`src/rtl/rtl_simd_sum_reducer.sv`:
```
// Reduces four qualified SIMD lane results to a lane-sum, accumulates N_ACC of them
// into a frame sum, and queues frame sums in a show-ahead FIFO with drop/error status.
module rtl_simd_sum_reducer #(
  parameter int unsigned IN_W  = 10,
  parameter int unsigned N_ACC = 4,
  parameter int unsigned ACC_W = 16,
  parameter int unsigned DEPTH = 4
) (
  input  logic                     ap_clk,
  input  logic                     ap_rst_n,
  input  logic                     ap_ce,
  input  logic                     clr,
  input  logic [IN_W-1:0]          z1,
  input  logic [IN_W-1:0]          z2,
  input  logic [IN_W-1:0]          z3,
  input  logic [IN_W-1:0]          z4,
  input  logic                     z1_ap_vld,
  input  logic                     z2_ap_vld,
  input  logic                     z3_ap_vld,
  input  logic                     z4_ap_vld,
  output logic [ACC_W-1:0]         out_data,
  output logic                     out_valid,
  input  logic                     out_ready,
  output logic [$clog2(DEPTH):0]   fill_level,
  output logic                     overflow,
  output logic                     lane_err,
  output logic [7:0]               drop_cnt
);

  localparam int unsigned PTR_W = $clog2(DEPTH);
  localparam int unsigned CNT_W = (N_ACC > 1) ? $clog2(N_ACC) : 1;

  logic [IN_W-1:0]   r_z1, r_z2, r_z3, r_z4;
  logic              r_v0, r_v1, r_v2;
  logic [IN_W:0]     r_p0, r_p1;
  logic [IN_W+1:0]   r_s;
  logic [ACC_W-1:0]  r_acc;
  logic [CNT_W-1:0]  r_cnt;
  logic              r_lane_err;

  logic [ACC_W-1:0]  r_mem [DEPTH];
  logic [PTR_W-1:0]  r_wr_ptr, r_rd_ptr;
  logic [PTR_W:0]    r_fill;
  logic              r_overflow;
  logic [7:0]        r_drop_cnt;

  logic              w_all_vld, w_any_vld;
  logic [ACC_W-1:0]  w_sum;
  logic              w_last, w_push, w_pop, w_full, w_wr, w_drop;

  assign w_all_vld = z1_ap_vld & z2_ap_vld & z3_ap_vld & z4_ap_vld;
  assign w_any_vld = z1_ap_vld | z2_ap_vld | z3_ap_vld | z4_ap_vld;

  // Input capture, adder tree and lane-error flag all advance only with ap_ce.
  always_ff @(posedge ap_clk or negedge ap_rst_n) begin
    if (!ap_rst_n) begin
      r_z1 <= '0; r_z2 <= '0; r_z3 <= '0; r_z4 <= '0;
      r_v0 <= 1'b0; r_v1 <= 1'b0; r_v2 <= 1'b0;
      r_p0 <= '0; r_p1 <= '0; r_s <= '0;
      r_lane_err <= 1'b0;
    end else if (clr) begin
      r_z1 <= '0; r_z2 <= '0; r_z3 <= '0; r_z4 <= '0;
      r_v0 <= 1'b0; r_v1 <= 1'b0; r_v2 <= 1'b0;
      r_p0 <= '0; r_p1 <= '0; r_s <= '0;
      r_lane_err <= 1'b0;
    end else if (ap_ce) begin
      r_v0 <= w_all_vld;
      if (w_all_vld) begin
        r_z1 <= z1; r_z2 <= z2; r_z3 <= z3; r_z4 <= z4;
      end
      if (w_any_vld && !w_all_vld) r_lane_err <= 1'b1;
      r_v1 <= r_v0;
      r_p0 <= {1'b0, r_z1} + {1'b0, r_z2};
      r_p1 <= {1'b0, r_z3} + {1'b0, r_z4};
      r_v2 <= r_v1;
      r_s  <= {1'b0, r_p0} + {1'b0, r_p1};
    end
  end

  assign w_last = (r_cnt == CNT_W'(N_ACC - 1));
  assign w_sum  = (r_cnt == '0) ? ACC_W'(r_s) : r_acc + ACC_W'(r_s);
  assign w_push = ap_ce & r_v2 & w_last;

  always_ff @(posedge ap_clk or negedge ap_rst_n) begin
    if (!ap_rst_n) begin
      r_acc <= '0;
      r_cnt <= '0;
    end else if (clr) begin
      r_acc <= '0;
      r_cnt <= '0;
    end else if (ap_ce && r_v2) begin
      if (w_last) begin
        r_cnt <= '0;
      end else begin
        r_acc <= w_sum;
        r_cnt <= r_cnt + CNT_W'(1);
      end
    end
  end

  // A pop in the same cycle frees a slot, so a full FIFO still accepts the push.
  assign w_pop  = out_valid & out_ready;
  assign w_full = (r_fill == (PTR_W+1)'(DEPTH));
  assign w_wr   = w_push & (~w_full | w_pop);
  assign w_drop = w_push & w_full & ~w_pop;

  always_ff @(posedge ap_clk) begin
    if (w_wr && !clr) r_mem[r_wr_ptr] <= w_sum;
  end

  always_ff @(posedge ap_clk or negedge ap_rst_n) begin
    if (!ap_rst_n) begin
      r_wr_ptr <= '0; r_rd_ptr <= '0; r_fill <= '0;
      r_overflow <= 1'b0; r_drop_cnt <= '0;
    end else if (clr) begin
      r_wr_ptr <= '0; r_rd_ptr <= '0; r_fill <= '0;
      r_overflow <= 1'b0; r_drop_cnt <= '0;
    end else begin
      if (w_wr)  r_wr_ptr <= r_wr_ptr + PTR_W'(1);
      if (w_pop) r_rd_ptr <= r_rd_ptr + PTR_W'(1);
      if (w_wr && !w_pop)      r_fill <= r_fill + (PTR_W+1)'(1);
      else if (!w_wr && w_pop) r_fill <= r_fill - (PTR_W+1)'(1);
      if (w_drop) begin
        r_overflow <= 1'b1;
        if (r_drop_cnt != 8'hFF) r_drop_cnt <= r_drop_cnt + 8'd1;
      end
    end
  end

  assign out_valid  = (r_fill != '0);
  assign out_data   = out_valid ? r_mem[r_rd_ptr] : '0;
  assign fill_level = r_fill;
  assign overflow   = r_overflow;
  assign lane_err   = r_lane_err;
  assign drop_cnt   = r_drop_cnt;

endmodule
```
`config.mk`:
```
export PLATFORM = sky130hd
export DESIGN_NAME = rtl_simd_sum_reducer
export DESIGN_NICKNAME = d
export VERILOG_FILES = /design/src/rtl/rtl_simd_sum_reducer.sv
export SDC_FILE = /design/constraint.sdc
export NUM_CORES = 1
export LEC_CHECK = 0
export CORE_MARGIN = 1
export CORE_UTILIZATION = 55
export DETAILED_ROUTE_END_ITERATION = 16
export GPL_ROUTABILITY_DRIVEN = 1
export HOLD_SLACK_MARGIN = 0.12
export PLACE_DENSITY = 0.76
export SETUP_SLACK_MARGIN = 0.3
export SLEW_MARGIN = 30
export SYNTH_ARGS = -nofsm -noshare
export SYNTH_HDL_FRONTEND = slang
export SYNTH_SLANG_ARGS = --single-unit
```
`constraint.sdc`:
```
create_clock -name ap_clk -period 4.7 [get_ports ap_clk]
set_input_delay 0.94 -clock ap_clk [delete_from_list [all_inputs] [get_ports ap_clk]]
set_output_delay 0.94 -clock ap_clk [all_outputs]
set_load 0.02 [all_outputs]
```
### Word level (Yosys, flattened, before mapping)

Memory sizes are Yosys's and may differ from the RTL's.
Cells that the tools add are included.

* register bits after elaboration: 112
* bits in writable memories: 64
* input bits: 49
* output and inout bits: 30
* logic and storage cells: 121
* memories kept: 1

Memory list
* r_mem: depth 4, width 16, read ports 1, clocked after memory_dff 0, wr ports 1, line 41 `logic [ACC_W-1:0] r_mem [DEPTH];`

* $add $sub $neg: 10
* equal/unequal tests: 4
* muxes and demuxes: 49
* bitwise logic cells: 15
* reductions and logical operators: 24

Operator list (count)
* 2-to-1 mux 10 bit: 12
* 2-to-1 mux 16 bit: 5
* 2-to-1 mux 11 bit: 4
* 2-to-1 mux 12 bit: 2
* 2-to-1 mux 8 bit: 3
* adder 10 x 10 -> 11 bit: 2
* adder 16 x 12 -> 16 bit: 1
* nonzero test 2 bit: 8
* 2-to-1 mux 2 bit: 7
* 2-to-1 mux 1 bit: 13
* adder 11 x 11 -> 12 bit: 1
* bitwise AND 1 bit: 9
* 2-to-1 mux 3 bit: 3
* adder 8 x 1 -> 8 bit (second input constant): 1
* inequality test 8 bit (second input constant): 1
* AND reduction 2 bit: 4
* adder 2 x 1 -> 2 bit (second input constant): 3
* nonzero test 3 bit: 2
* logical AND 1 bit: 5
* logical NOT 1 bit: 4
* OR 1 bit: 4
* adder 3 x 1 -> 3 bit (second input constant): 1
* == test 3 bit (second input constant): 1
* subtractor 3 x 1 -> 3 bit (second input constant): 1
* 4 further kinds: 5

### Depth between registers and ports, before layout

* depth after elaboration: 9
* depth in mapped cells: 10
* gate-level depth less buffers: 9

### Least setup slack after synthesis

OpenSTA, ideal clock, no wires.

* path kind: input port to flip-flop
* from: input out_ready
* to: register r_fill[2], in the netlist fill_level[2]
* setup time: 0.132 ns
* arrival time: 2.723 ns
* required time: 4.568 ns
* path slack: 1.845 ns
* stages: 8
* buffers on the path: 1
* path through: clkbuf_2 nor4b_4 nor2_1 and2_1 fa_1 or3_1 a311oi_1 nor2_1

* cells in the longest elaborated chain, start to end: 6
* elaborated cells on any way between the ends: 10
* those cells by class: mux: 2; bitwise: 3; reduce/logical: 5

Ends and longest elaborated chain
* start, declared: line 23 `input logic out_ready,`
* bitwise AND 1 bit (*): line 102 `assign w_pop = out_valid & out_ready;`
* OR 1 bit: line 104 `assign w_wr = w_push & (~w_full | w_pop);`
* bitwise AND 1 bit: line 104
* logical AND 1 bit or logical NOT 1 bit (tied branches): line 121, 122
* 2-to-1 mux 3 bit or logical AND 1 bit (tied branches): line 121, 122
* 2-to-1 mux 3 bit or nonzero test 3 bit (tied branches)
* end signal, assigned: line 121 `if (w_wr && !w_pop) r_fill <= r_fill + (PTR_W+1)'(1);`
* end signal, assigned: line 122 `else if (!w_wr && w_pop) r_fill <= r_fill - (PTR_W+1)'(1);`
* end, declared: line 43 `logic [PTR_W:0] r_fill;`

Mark *: on every way between the ends. The rest lies on a longest branch, timed or not.
A chain may end at the register's enable or synchronous reset.

### Worst setup path in the final report

* from: register r_rd_ptr[0]
* to: output out_data[7]

* cells in the longest elaborated chain, start to end: 2

Ends and longest elaborated chain
* start, declared: line 42 `logic [PTR_W-1:0] r_wr_ptr, r_rd_ptr;`
* start signal, assigned: line 120 `if (w_pop) r_rd_ptr <= r_rd_ptr + PTR_W'(1);`
* memory (4 x 16 bit)
* 2-to-1 mux 16 bit: line 131 `assign out_data = out_valid ? r_mem[r_rd_ptr] : '0;`
* end, declared: line 21 `output logic [ACC_W-1:0] out_data,`

No other way between the ends.

==> metrics.txt <==
# TYPE chip_impl_metric gauge
chip_impl_metric{name="post_synth_instance_area",unit="um^2"} 9250
chip_impl_metric{name="inserted_clock_buffers",unit=""} 17
chip_impl_info{name="hold_start",value="r_p0[9]"} 1
chip_impl_metric{name="dp.final_hpwl",unit="um"} 12000
chip_impl_metric{name="final.hold.worst_slack",unit="ns"} 0.496
chip_impl_metric{name="post_synth.cell_area_avg",unit="um^2"} 10.8
chip_impl_metric{name="fp.dieArea",unit="um^2"} 17300
chip_impl_metric{name="synth_cell_types",unit=""} 67
chip_impl_metric{name="synth-edff-count",unit=""} 64
chip_impl_metric{name="first_global_vias",unit=""} 6167
chip_impl_metric{name="synth_compound_area_share",unit="%"} 13.6
chip_impl_info{name="predominant_post_synthesis_flop_cell",value="sky130_fd_sc_hd__dfrtp_1"} 1
chip_impl_metric{name="final_layout_size_suffix_gt1_share",unit="%"} 8.37
chip_impl_metric{name="routed_via_count",unit=""} 6451
chip_impl_metric{name="final_hold_viol_count",unit=""} 0
chip_impl_metric{name="postCtsResizedCells",unit=""} 0
chip_impl_metric{name="post-route-min-period",unit="ns"} 3.38
chip_impl_metric{name="synthesis.nets",unit=""} 962
chip_impl_metric{name="setup-violations-final",unit=""} 0
chip_impl_metric{name="cp.arrival",unit="ns"} 2.44
chip_impl_metric{name="cts_hold_buf",unit=""} 0
chip_impl_metric{name="route.detailed.drc",unit=""} 0
chip_impl_metric{name="hold-path-cell-count",unit=""} 1
chip_impl_metric{name="synth_simple_gate_area_share",unit="%"} 15.0
chip_impl_metric{name="grt_max_degree",unit=""} 58
chip_impl_metric{name="clock_tree.buffer_depth",unit=""} 2
chip_impl_metric{name="ios",unit=""} 79
chip_impl_info{name="cts-root-buf",value="sky130_fd_sc_hd__clkbuf_16"} 1
chip_impl_metric{name="antenna_found_initial",unit=""} 0
chip_impl_metric{name="synth-async-reset-ratio",unit="%"} 63.6
chip_impl_metric{name="post_synth_xor_area_fraction",unit="%"} 3.12
chip_impl_metric{name="std_cell_rows",unit=""} 47
chip_impl_metric{name="fin_setup_tns",unit="ns"} 0
chip_impl_metric{name="drt_iter0_drc",unit=""} 294
chip_impl_metric{name="chipHeight",unit="um"} 132
chip_impl_metric{name="detailedRoute.firstPassIterationCount",unit=""} 5
chip_impl_metric{name="routabilityCongestion",unit=""} 0.840
chip_impl_metric{name="flow.area_growth_from_synthesis",unit="%"} 16.1
chip_impl_metric{name="avgViaCountPerCell",unit=""} 5.60
chip_impl_info{name="outcome",value="finished, final reports clean"} 1
chip_impl_metric{name="htree_num_levels",unit=""} 4
chip_impl_metric{name="cp_max_fo",unit=""} 18
chip_impl_metric{name="routed_wl",unit="um"} 17100
chip_impl_metric{name="drv_slew",unit=""} 0
chip_impl_metric{name="antenna_left",unit=""} 0
chip_impl_metric{name="p_leak",unit="nW"} 4.45
chip_impl_metric{name="post_synth_inst_count",unit=""} 858
chip_impl_metric{name="nFillCells",unit=""} 1297
chip_impl_metric{name="ys_ff_latch",unit=""} 176
chip_impl_info{name="cts_tree",value="yes"} 1
chip_impl_metric{name="insertion_delay",unit="ns"} 0.43
chip_impl_metric{name="grt_pass1_wl",unit="um"} 29600
chip_impl_metric{name="cp_max_stage_delay",unit="ns"} 0.73
chip_impl_info{name="dominant_combinational_cell_family_by_area_after_synthesis",value="simple AND/OR/NAND/NOR gates"} 1
chip_impl_metric{name="layout.area.seq",unit="um^2"} 4730
chip_impl_metric{name="seq_area_frac_synth",unit="%"} 51.1
chip_impl_metric{name="multi_input_area",unit="um^2"} 4240
chip_impl_metric{name="overflow",unit=""} 0
chip_impl_metric{name="power.total",unit="mW"} 3.15
chip_impl_info{name="cp_slowest_cell",value="sky130_fd_sc_hd__dfrtp_2"} 1
chip_impl_metric{name="rr_worst_depth",unit=""} 8
chip_impl_metric{name="design.core.area",unit="um^2"} 16500
chip_impl_metric{name="post-route-util",unit="%"} 65.0
chip_impl_metric{name="timing.critical_path.required",unit="ns"} 3.76
chip_impl_metric{name="wl_per_cell",unit="um"} 14.9
chip_impl_metric{name="maxCapViolations",unit=""} 0
chip_impl_metric{name="initial_core_util",unit="%"} 56.0
chip_impl_metric{name="period_share",unit="%"} 71.9
chip_impl_metric{name="clock_tree_sinks",unit=""} 176
chip_impl_metric{name="timing.fmax",unit="GHz"} 0.296
chip_impl_metric{name="post_cts_buffers",unit=""} 0
chip_impl_info{name="r2r-start",value="r_s[0]"} 1
chip_impl_metric{name="clock-skew-final",unit="ns"} 0.00677
chip_impl_info{name="worstSetupEndpointType",value="primary output"} 1
chip_impl_metric{name="die_w",unit="um"} 132
chip_impl_metric{name="tightest_slew",unit="ns"} 0.773
chip_impl_metric{name="number_of_diodes",unit=""} 0
chip_impl_metric{name="slew-limit-headroom",unit="%"} 48.5
chip_impl_info{name="most_common_cell_after_layout_fill_and_taps_aside",value="sky130_fd_sc_hd__dfrtp_1"} 1
chip_impl_metric{name="irDropWorstVdd",unit="mV"} 0.256
chip_impl_metric{name="setup.reg_to_reg.worst_slack",unit="ns"} 1.98
chip_impl_metric{name="cts.reportedPaths.clkPinSlew",unit="ns"} 0.07
chip_impl_metric{name="synth_adder_area_share",unit="%"} 7.84
chip_impl_metric{name="finalNetCount",unit=""} 1023
chip_impl_info{name="rsz0062_at_grt",value="no"} 1
chip_impl_metric{name="yosys_warnings",unit=""} 0
chip_impl_info{name="setup.worst_path.class",value="flop to primary output"} 1
chip_impl_info{name="critical_path.cell_chain",value="mux4_2, and2_1, clkdlybuf4s50_1"} 1
chip_impl_metric{name="power_per_cell_area",unit="nW/um^2"} 293
chip_impl_metric{name="track_usage",unit="%"} 21.3
chip_impl_metric{name="synth.area.mux_share",unit="%"} 6.22
chip_impl_info{name="cp-start-kind",value="flop"} 1
chip_impl_metric{name="placement.io_buffers",unit=""} 78
chip_impl_info{name="timing.hold.worst.class",value="flop to flop"} 1
chip_impl_info{name="hold_ep",value="r_p0[9]"} 1
chip_impl_info{name="layout_common_cells",value="sky130_fd_sc_hd__dfrtp_1, sky130_fd_sc_hd__nand2_1, sky130_fd_sc_hd__a21oi_1, sky130_fd_sc_hd__nor2_1, sky130_fd_sc_hd__clkdlybuf4s50_1"} 1
chip_impl_info{name="critical_path.reg2reg.endpoint",value="r_mem[0][10]"} 1
-- critical path, delay by kind of cell, from the launching register on --
kind / cells / cell delay, ns
buf+inv: 1 / 0.52
simple gates: 1 / 0.17
mux: 1 / 0.58
flops: 1 / 0.73
-- cell usage after synthesis (all sizes together), types with 5 or more instances --
cell type	n	share of area, %
or3	6	0.42
mux2i	17	1.8
nand2	109	4.4
fa	5	1.1
and3	5	0.34
a2111oi	5	0.54
inv	20	0.81
nand4	6	0.41
o21ai	28	1.6
xnor2	21	2.0
edfxtp	64	21
a211oi	8	0.70
a22o	13	1.2
and2	27	1.8
a31oi	5	0.34
mux4	16	3.9
dfrtp	112	30
nor3	12	0.65
a21o	7	0.57
clkbuf	35	1.7
a21oi	87	4.7
ha	50	6.8
buf	8	0.47
nor2b	11	0.74
o21a	5	0.41
nand2b	7	0.47
xor2	12	1.1
nand3	15	0.81
nor2	78	3.2
-- cell type report --
class                           count  share of cell area (%)
Clock inverter                     13                    1.46
Timing Repair Buffer               86                    7.73
Clock buffer                       19                    4.03
Inverter                           21                   0.734
Multi-Input combinational cell    617                    39.5
Sequential cell                   176                    44.0
Tap cell                          220                    2.56
-- flip-flops by register name, indices dropped and copies added (netlist names) --
| signal | flops |
|---|---|
| drop_cnt | 8 |
| fill_level | 3 |
| lane_err | 1 |
| overflow | 1 |
| r_acc | 16 |
| r_cnt | 2 |
| r_mem | 64 |
| r_p0 | 11 |
| r_p1 | 11 |
| r_rd_ptr | 2 |
| r_s | 12 |
| r_v0 | 1 |
| r_v1 | 1 |
| r_v2 | 1 |
| r_wr_ptr | 2 |
| r_z1 | 10 |
| r_z2 | 10 |
| r_z3 | 10 |
| r_z4 | 10 |
-- cell families after synthesis --
family,after synthesis
and+or+nand+nor,295
DFF,176
buffers and inverters,65
xor gates and xnor gates,33
adders and majority gates,55
muxes,37
AOI/OAI and AO/OA,197
-- per-stage QoR --
stage | std cells | worst slack, ns | cell area, um^2
6_report | 1152 | 1.32 | 10700
5_1_grt | 1152 | 1.19 | 10700
4_1_cts | 1152 | 1.27 | 10700
3_5_place_dp | 1120 | 1.22 | 10200
3_3_place_gp | 1120 | 1.25 | 10200
2_1_floorplan | 858 | 1.85 | 9250
-- how the worst max path moves through the flow --
| stage | end | from | slack, ns |
|---|---|---|---|
| 3_5_place_dp | fill_level[2] | out_ready | 1.22 |
| 4_1_cts | out_data[7] | r_rd_ptr[0] | 1.27 |
| 5_1_grt | out_data[7] | r_rd_ptr[0] | 1.19 |
| 6_report | out_data[7] | r_rd_ptr[0] | 1.32 |
| 3_3_place_gp | fill_level[2] | out_ready | 1.25 |
| 2_1_floorplan | fill_level[2] | out_ready | 1.85 |
-- routing by layer --
layer / GRT usage [%] / share of wire, % / vias up
li1: - / - / 3218
met4: 8.14 / 2.1 / 0
met5: 0 / 0 / -
met1: 28.2 / 46 / 3094
met2: 35.4 / 49 / 116
met3: 3.47 / 2.9 / 23
-- report_power, final --
| part | internal, mW | leakage [nW] | switching, mW | total (mW) |
|---|---|---|---|---|
| Sequential | 1.59 | 2.17 | 0.00684 | 1.60 |
| Combinational | 0.0613 | 2.00 | 0.0812 | 0.143 |
| Clock | 0.795 | 0.281 | 0.609 | 1.40 |
| Total | 2.45 | 4.45 | 0.697 | 3.15 |
(Power assumes the default switching activity.)
